==> src/rtl/axil_rd_arbiter.sv <==
// axil_rd_arbiter
//   Round-robin arbiter that shares one AXI4-lite read master port among
//   S_COUNT AXI4-lite read requester ports. Only one read is in flight at a
//   time: grant, accept AR, forward AR, collect R, return R, rearbitrate.
//
// Ports
//   clk, rst_n       clock, synchronous active-low reset
//   s_axil_ar*       per-port read address channels (port i at slice i)
//   s_axil_r*        per-port read data channels; data/resp replicated,
//                    rvalid one-hot (granted port only) or zero
//   m_axil_ar*       forwarded read address channel
//   m_axil_r*        downstream read data channel
//   grant            index of the current / most recently granted port
//   busy             high whenever the FSM is not in IDLE
//
// state  | meaning
// IDLE   | waiting for any requester; round-robin pick from last+1
// ACCEPT | s_axil_arready[grant] high for this one cycle; capture address
// ADDR   | m_axil_arvalid held with stable address until m_axil_arready
// DATA   | m_axil_rready high, waiting for m_axil_rvalid
// RESP   | s_axil_rvalid[grant] held until s_axil_rready[grant]

module axil_rd_arbiter #(
   parameter int S_COUNT    = 4,
   parameter int ADDR_WIDTH = 32,
   parameter int DATA_WIDTH = 32
) (
   input  logic                          clk,
   input  logic                          rst_n,
   input  logic [S_COUNT*ADDR_WIDTH-1:0] s_axil_araddr,
   input  logic [S_COUNT*3-1:0]          s_axil_arprot,
   input  logic [S_COUNT-1:0]            s_axil_arvalid,
   output logic [S_COUNT-1:0]            s_axil_arready,
   output logic [S_COUNT*DATA_WIDTH-1:0] s_axil_rdata,
   output logic [S_COUNT*2-1:0]          s_axil_rresp,
   output logic [S_COUNT-1:0]            s_axil_rvalid,
   input  logic [S_COUNT-1:0]            s_axil_rready,
   output logic [ADDR_WIDTH-1:0]         m_axil_araddr,
   output logic [2:0]                    m_axil_arprot,
   output logic                          m_axil_arvalid,
   input  logic                          m_axil_arready,
   input  logic [DATA_WIDTH-1:0]         m_axil_rdata,
   input  logic [1:0]                    m_axil_rresp,
   input  logic                          m_axil_rvalid,
   output logic                          m_axil_rready,
   output logic [$clog2(S_COUNT)-1:0]    grant,
   output logic                          busy
);

   localparam int GW = $clog2(S_COUNT);
   localparam int IW = GW + 1;

   typedef enum logic [2:0] {
      IDLE   = 3'd0,
      ACCEPT = 3'd1,
      ADDR   = 3'd2,
      DATA   = 3'd3,
      RESP   = 3'd4
   } state_t;

   state_t                 state_r, state_nx;
   logic [GW-1:0]          grant_r, grant_nx;
   logic [GW-1:0]          last_r, last_nx;
   logic [S_COUNT-1:0]     s_arready_r, s_arready_nx;
   logic [S_COUNT-1:0]     s_rvalid_r, s_rvalid_nx;
   logic                   m_arvalid_r, m_arvalid_nx;
   logic                   m_rready_r, m_rready_nx;
   logic                   busy_r, busy_nx;
   logic                   cap_ar, cap_r;
   logic [ADDR_WIDTH-1:0]  addr_r;
   logic [2:0]             prot_r;
   logic [DATA_WIDTH-1:0]  rdata_r;
   logic [1:0]             rresp_r;
   logic [GW-1:0]          sel;
   logic                   found;
   logic [IW-1:0]          scan;

   // Round-robin pick: first requester scanning last+1, last+2, ... wrapping.
   always_comb begin
      sel   = '0;
      found = 1'b0;
      scan  = '0;
      for (int i = 1; i <= S_COUNT; i++) begin
         scan = {1'b0, last_r} + IW'(i);
         if (scan >= IW'(S_COUNT)) begin
            scan = scan - IW'(S_COUNT);
         end
         if (!found && s_axil_arvalid[scan[GW-1:0]]) begin
            found = 1'b1;
            sel   = scan[GW-1:0];
         end
      end
   end

   always_comb begin
      state_nx     = state_r;
      grant_nx     = grant_r;
      last_nx      = last_r;
      s_arready_nx = s_arready_r;
      s_rvalid_nx  = s_rvalid_r;
      m_arvalid_nx = m_arvalid_r;
      m_rready_nx  = m_rready_r;
      cap_ar       = 1'b0;
      cap_r        = 1'b0;
      case (state_r)
         IDLE: begin
            if (found) begin
               grant_nx          = sel;
               s_arready_nx      = '0;
               s_arready_nx[sel] = 1'b1;
               state_nx          = ACCEPT;
            end
         end
         ACCEPT: begin
            // Requester must still hold arvalid, so the handshake lands here.
            cap_ar       = 1'b1;
            s_arready_nx = '0;
            m_arvalid_nx = 1'b1;
            state_nx     = ADDR;
         end
         ADDR: begin
            if (m_axil_arready) begin
               m_arvalid_nx = 1'b0;
               m_rready_nx  = 1'b1;
               state_nx     = DATA;
            end
         end
         DATA: begin
            if (m_axil_rvalid && m_rready_r) begin
               cap_r                 = 1'b1;
               m_rready_nx           = 1'b0;
               s_rvalid_nx           = '0;
               s_rvalid_nx[grant_r]  = 1'b1;
               state_nx              = RESP;
            end
         end
         RESP: begin
            if (s_axil_rready[grant_r]) begin
               s_rvalid_nx = '0;
               last_nx     = grant_r;
               state_nx    = IDLE;
            end
         end
         default: begin
            s_arready_nx = '0;
            s_rvalid_nx  = '0;
            m_arvalid_nx = 1'b0;
            m_rready_nx  = 1'b0;
            state_nx     = IDLE;
         end
      endcase
      busy_nx = (state_nx != IDLE);
   end

   always_ff @(posedge clk) begin
      if (!rst_n) begin
         state_r     <= IDLE;
         grant_r     <= '0;
         last_r      <= GW'(S_COUNT - 1);
         s_arready_r <= '0;
         s_rvalid_r  <= '0;
         m_arvalid_r <= 1'b0;
         m_rready_r  <= 1'b0;
         busy_r      <= 1'b0;
      end else begin
         state_r     <= state_nx;
         grant_r     <= grant_nx;
         last_r      <= last_nx;
         s_arready_r <= s_arready_nx;
         s_rvalid_r  <= s_rvalid_nx;
         m_arvalid_r <= m_arvalid_nx;
         m_rready_r  <= m_rready_nx;
         busy_r      <= busy_nx;
      end
   end

   // Payload registers carry no reset; they are only meaningful with a valid.
   always_ff @(posedge clk) begin
      if (cap_ar) begin
         addr_r <= s_axil_araddr[grant_r*ADDR_WIDTH +: ADDR_WIDTH];
         prot_r <= s_axil_arprot[grant_r*3 +: 3];
      end
      if (cap_r) begin
         rdata_r <= m_axil_rdata;
         rresp_r <= m_axil_rresp;
      end
   end

   assign s_axil_arready = s_arready_r;
   assign s_axil_rvalid  = s_rvalid_r;
   assign s_axil_rdata   = {S_COUNT{rdata_r}};
   assign s_axil_rresp   = {S_COUNT{rresp_r}};
   assign m_axil_araddr  = addr_r;
   assign m_axil_arprot  = prot_r;
   assign m_axil_arvalid = m_arvalid_r;
   assign m_axil_rready  = m_rready_r;
   assign grant          = grant_r;
   assign busy           = busy_r;

endmodule

==> config.mk <==
export PLATFORM = sky130hd
export DESIGN_NAME = axil_rd_arbiter
export DESIGN_NICKNAME = d
export VERILOG_FILES = /design/src/rtl/axil_rd_arbiter.sv
export SDC_FILE = /design/constraint.sdc
export NUM_CORES = 1
export LEC_CHECK = 0
export ABC_AREA = 1
export CORE_AREA = 5 5 139 141
export DETAILED_ROUTE_END_ITERATION = 8
export DIE_AREA = 0 0 144 146
export HOLD_SLACK_MARGIN = 0.02
export PLACE_DENSITY = 0.8
export SLEW_MARGIN = 0
export SYNTH_ARGS = -nofsm -noshare
export SYNTH_HDL_FRONTEND = slang
export SYNTH_SLANG_ARGS = --single-unit
==> constraint.sdc <==
create_clock -name clk -period 2.5 [get_ports clk]
set_input_delay 0.375 -clock clk [delete_from_list [all_inputs] [get_ports clk]]
set_output_delay 0.375 -clock clk [all_outputs]
set_load 0.005 [all_outputs]
==> impl_metrics.toml <==
[outcome]
status = "finished clean"

[worst_setup_path]
cp_top_family = "buffers and inverters"
reg2reg_from = "last_r[0]"
slowest_stage = "clkdlybuf4s50_1"
timing.critical_path.buf_inv = 1
r2r_slack_ps = 760
critPathCaptureType = "primary output"
critPathMaxStageDelay_ps = 570
crit_path_end = "grant[1]"
cp-startpoint = "grant[1]"
cp_max_fo = 6
cp.depth = 1
crit_required_ps = 2120
crit_arrival_ps = 1450
critPathKind = "flop to primary output"
cp-start-kind = "flop"
r2r-end = "busy"
crit_chain = "clkdlybuf4s50_1"
reg2reg_depth = 11

[clock_network]
hold_buffers = 0
postCtsSetupRepairBufs = 0
post_cts_resized = 0
clk_pin_slew_ps = 70
worstSkewPairLatency_ps = 340
cts_htree_levels = 3
clock_path_buffers = 2
cts_buffers = 9
clock-sinks = 87
cts_tree = "built"
root_buffer = "clkbuf_16"

[pwr]
power_frac_clock_pct = 29.5
combinationalPowerShare_pct = 29.6
power_switching_uw = 1273
internal-power_uw = 3281
leakage_uw = 0.003046
power.density_mw_per_mm2 = 554.5
power_frac_seq_pct = 41.0
peakVddDrop_mv = 0.2936
netSwitchingFraction_pct = 27.95

[global_routing]
antenna_found_initial = 0
grt_max_degree = 37
grt_pass1_wl_um = 25100
grt_pass1_vias = 4465
track_usage_pct = 15.69
grt-ovfl-total = 0

[layout]
layout-drive-gt1-share_pct = 7.651
multi_input_area_mm2 = 0.001353
regArea_mm2 = 0.002432
layout_commonest_cell = "clkdlybuf4s50_1"
final_cell_mix = "clkdlybuf4s50_1 (369), nand2_1 (91), edfxtp_1 (69), a22oi_1 (56), nand3_1 (23)"
fillers = 1648
area_delta_synth_final_pct = 74.88
num-nets-final = 926
antenna_cells = 0

[die]
die_y_um = 146
dieArea_mm2 = 0.02102
start_util_pct = 26.33
io_pins = 370
rows = 49
die_w_um = 144
core_mm2 = 0.01784

[placed_design]
routabilityCongestion = 0.8373
port_buffers = 369
place_hpwl_um = 14270

[logic_synthesis]
synthCells = 470
yosys.cell_types.count = 31
ys_seq_area_share_pct = 51.78
synth.avg_cell_area_um2 = 9.994
netlist_area_mm2 = 0.004697
ys_seq_elements = 87
syn-num-nets = 656
ys_warn_count = 0

[sta]
max_freq_mhz = 548.5
finalHoldViolCount = 0
worstMarginPinSlew_ps = 519.6
maxSlewHeadroom_pct = 65.36
finalCritPeriodShare_pct = 72.93
period_needed_ps = 1823
final-setup-viol-count = 0
tns_ps = 0
hold-worst-slack_ps = 468.1
drv_slew = 0
finalClockSkew_ps = 10.97
rsz0062_at_grt = "false"

[drt]
dr.pass1.iters = 4
drt-initial-drc-count = 166
wl_per_cell_um = 17.82
num_vias = 4426
drc = 0
avgViaCountPerCell = 4.544
wl_um = 17350
ant_nets = 0

[hold_path]
min_path_type = "flop to flop"

[job]
drv_cap = 0
## power by group through the flow
stage          clock network, uW  registers (uW)  logic (uW)
2_1_floorplan                  0            1910         545
3_3_place_gp                   0            1900        1340
3_5_place_dp                   0            1900        1360
4_1_cts                     1400            1870        1370
5_1_grt                     1460            1880        1470
6_report                    1340            1870        1350
## flip-flops by register name (all words and copies together), names as in the netlist
| signal | count |
|---|---|
| m_axil_araddr | 32 |
| rdata_r | 32 |
| s_axil_arready | 4 |
| s_axil_rvalid | 4 |
| m_axil_arprot | 3 |
| state_r | 3 |
| grant | 2 |
| last_r | 2 |
| rresp_r | 2 |
| busy | 1 |
| m_axil_arvalid | 1 |
| m_axil_rready | 1 |
## routing by layer
layer  global-route usage (%)  share of wire [%]
met5                        0                  0
met4                    4.567                1.8
met1                    16.67                 35
met2                    28.65                 52
met3                    5.718                 11
## how the worst min path moves through the flow
stage | from | endpoint | slack [ps] | depth (start not counted)
final | s_axil_arready[2] | s_axil_arready[2] | 470 | 2
after global routing | s_axil_arready[3] | s_axil_arready[3] | 500 | 2
after CTS | s_axil_arready[2] | s_axil_arready[2] | 480 | 2
after detailed placement | s_axil_arready[2] | s_axil_arready[2] | 470 | 2
after global placement | m_axil_arvalid | m_axil_arvalid | 450 | 2
after floorplan | m_axil_arvalid | m_axil_arvalid | 460 | 2
## kinds of logic (layout without fill, tap and decap cells)
logic type,after synthesis,in the layout,share of synthesized area [%]
simple gates,157,157,15.66
flops,87,87,51.78
buf+inv,140,415,19.58
compound gates,86,86,12.97
## area by class of cell
| class | instances | share of cell area, % |
|---|---|---|
| flip-flops and latches | 87 | 29.61 |
| inverters | 24 | 1.097 |
| well taps | 229 | 3.488 |
| clock buffers | 11 | 3.214 |
| multi-input cells | 243 | 16.47 |
| clock inverters | 5 | 0.4570 |
| repair buffers | 375 | 45.67 |
## stage by stage
step	cell area (um2)	instances	utilization (%)	power [uW]	worst slack [ps]
2_1_floorplan	4700	470	-	2456	432.8
3_3_place_gp	7913	958	44.35	3233	593.5
3_5_place_dp	7913	958	44.35	3262	575.2
4_1_cts	8214	974	46.04	4639	647.6
5_1_grt	8214	974	46.04	4809	540.9
6_report	8214	974	46.04	4554	676.7
## synthesized netlist by cell type
cell type    n  share of area (%)
nor3_2       1               0.21
nand2_4      1               0.24
a21boi_1     1               0.16
o211ai_1     3               0.48
o211a_1      1               0.21
buf_6        1               0.24
o31ai_2      1               0.27
inv_2        7               0.56
inv_1       17                1.4
o21ai_1      2               0.21
buf_1        3               0.24
o21ai_0      3               0.32
nor3_1       3               0.32
clkbuf_1     9               0.72
nand2_2     10                1.3
nand3_1     23                2.5
nand4_1      4               0.53
a22oi_2      1               0.27
a31oi_1      1               0.13
nor2_1      13                1.0
buf_4      103                 16
a21oi_1     15                1.6
a21oi_2      2               0.37
nand4_2      1               0.27
a22oi_1     56                9.0
nand3_2      3               0.64
nor2_2       3               0.40
edfxtp_1    69                 44
dfxtp_1     18                7.7
nand2_1     91                7.3
nor2_4       4               0.96
## worst register-to-register path, stage by stage, from the launching register on
cell,delay (ps)
dfxtp_1,540
inv_2,160
nand2_1,90
nand2_1,100
nand2_2,110
nand2_4,60
nor2_4,110
nand3_2,90
nand2_1,90
inv_2,60
nor2_2,120
o21ai_1,70
No activity file was read; power rests on OpenSTA's default activity.
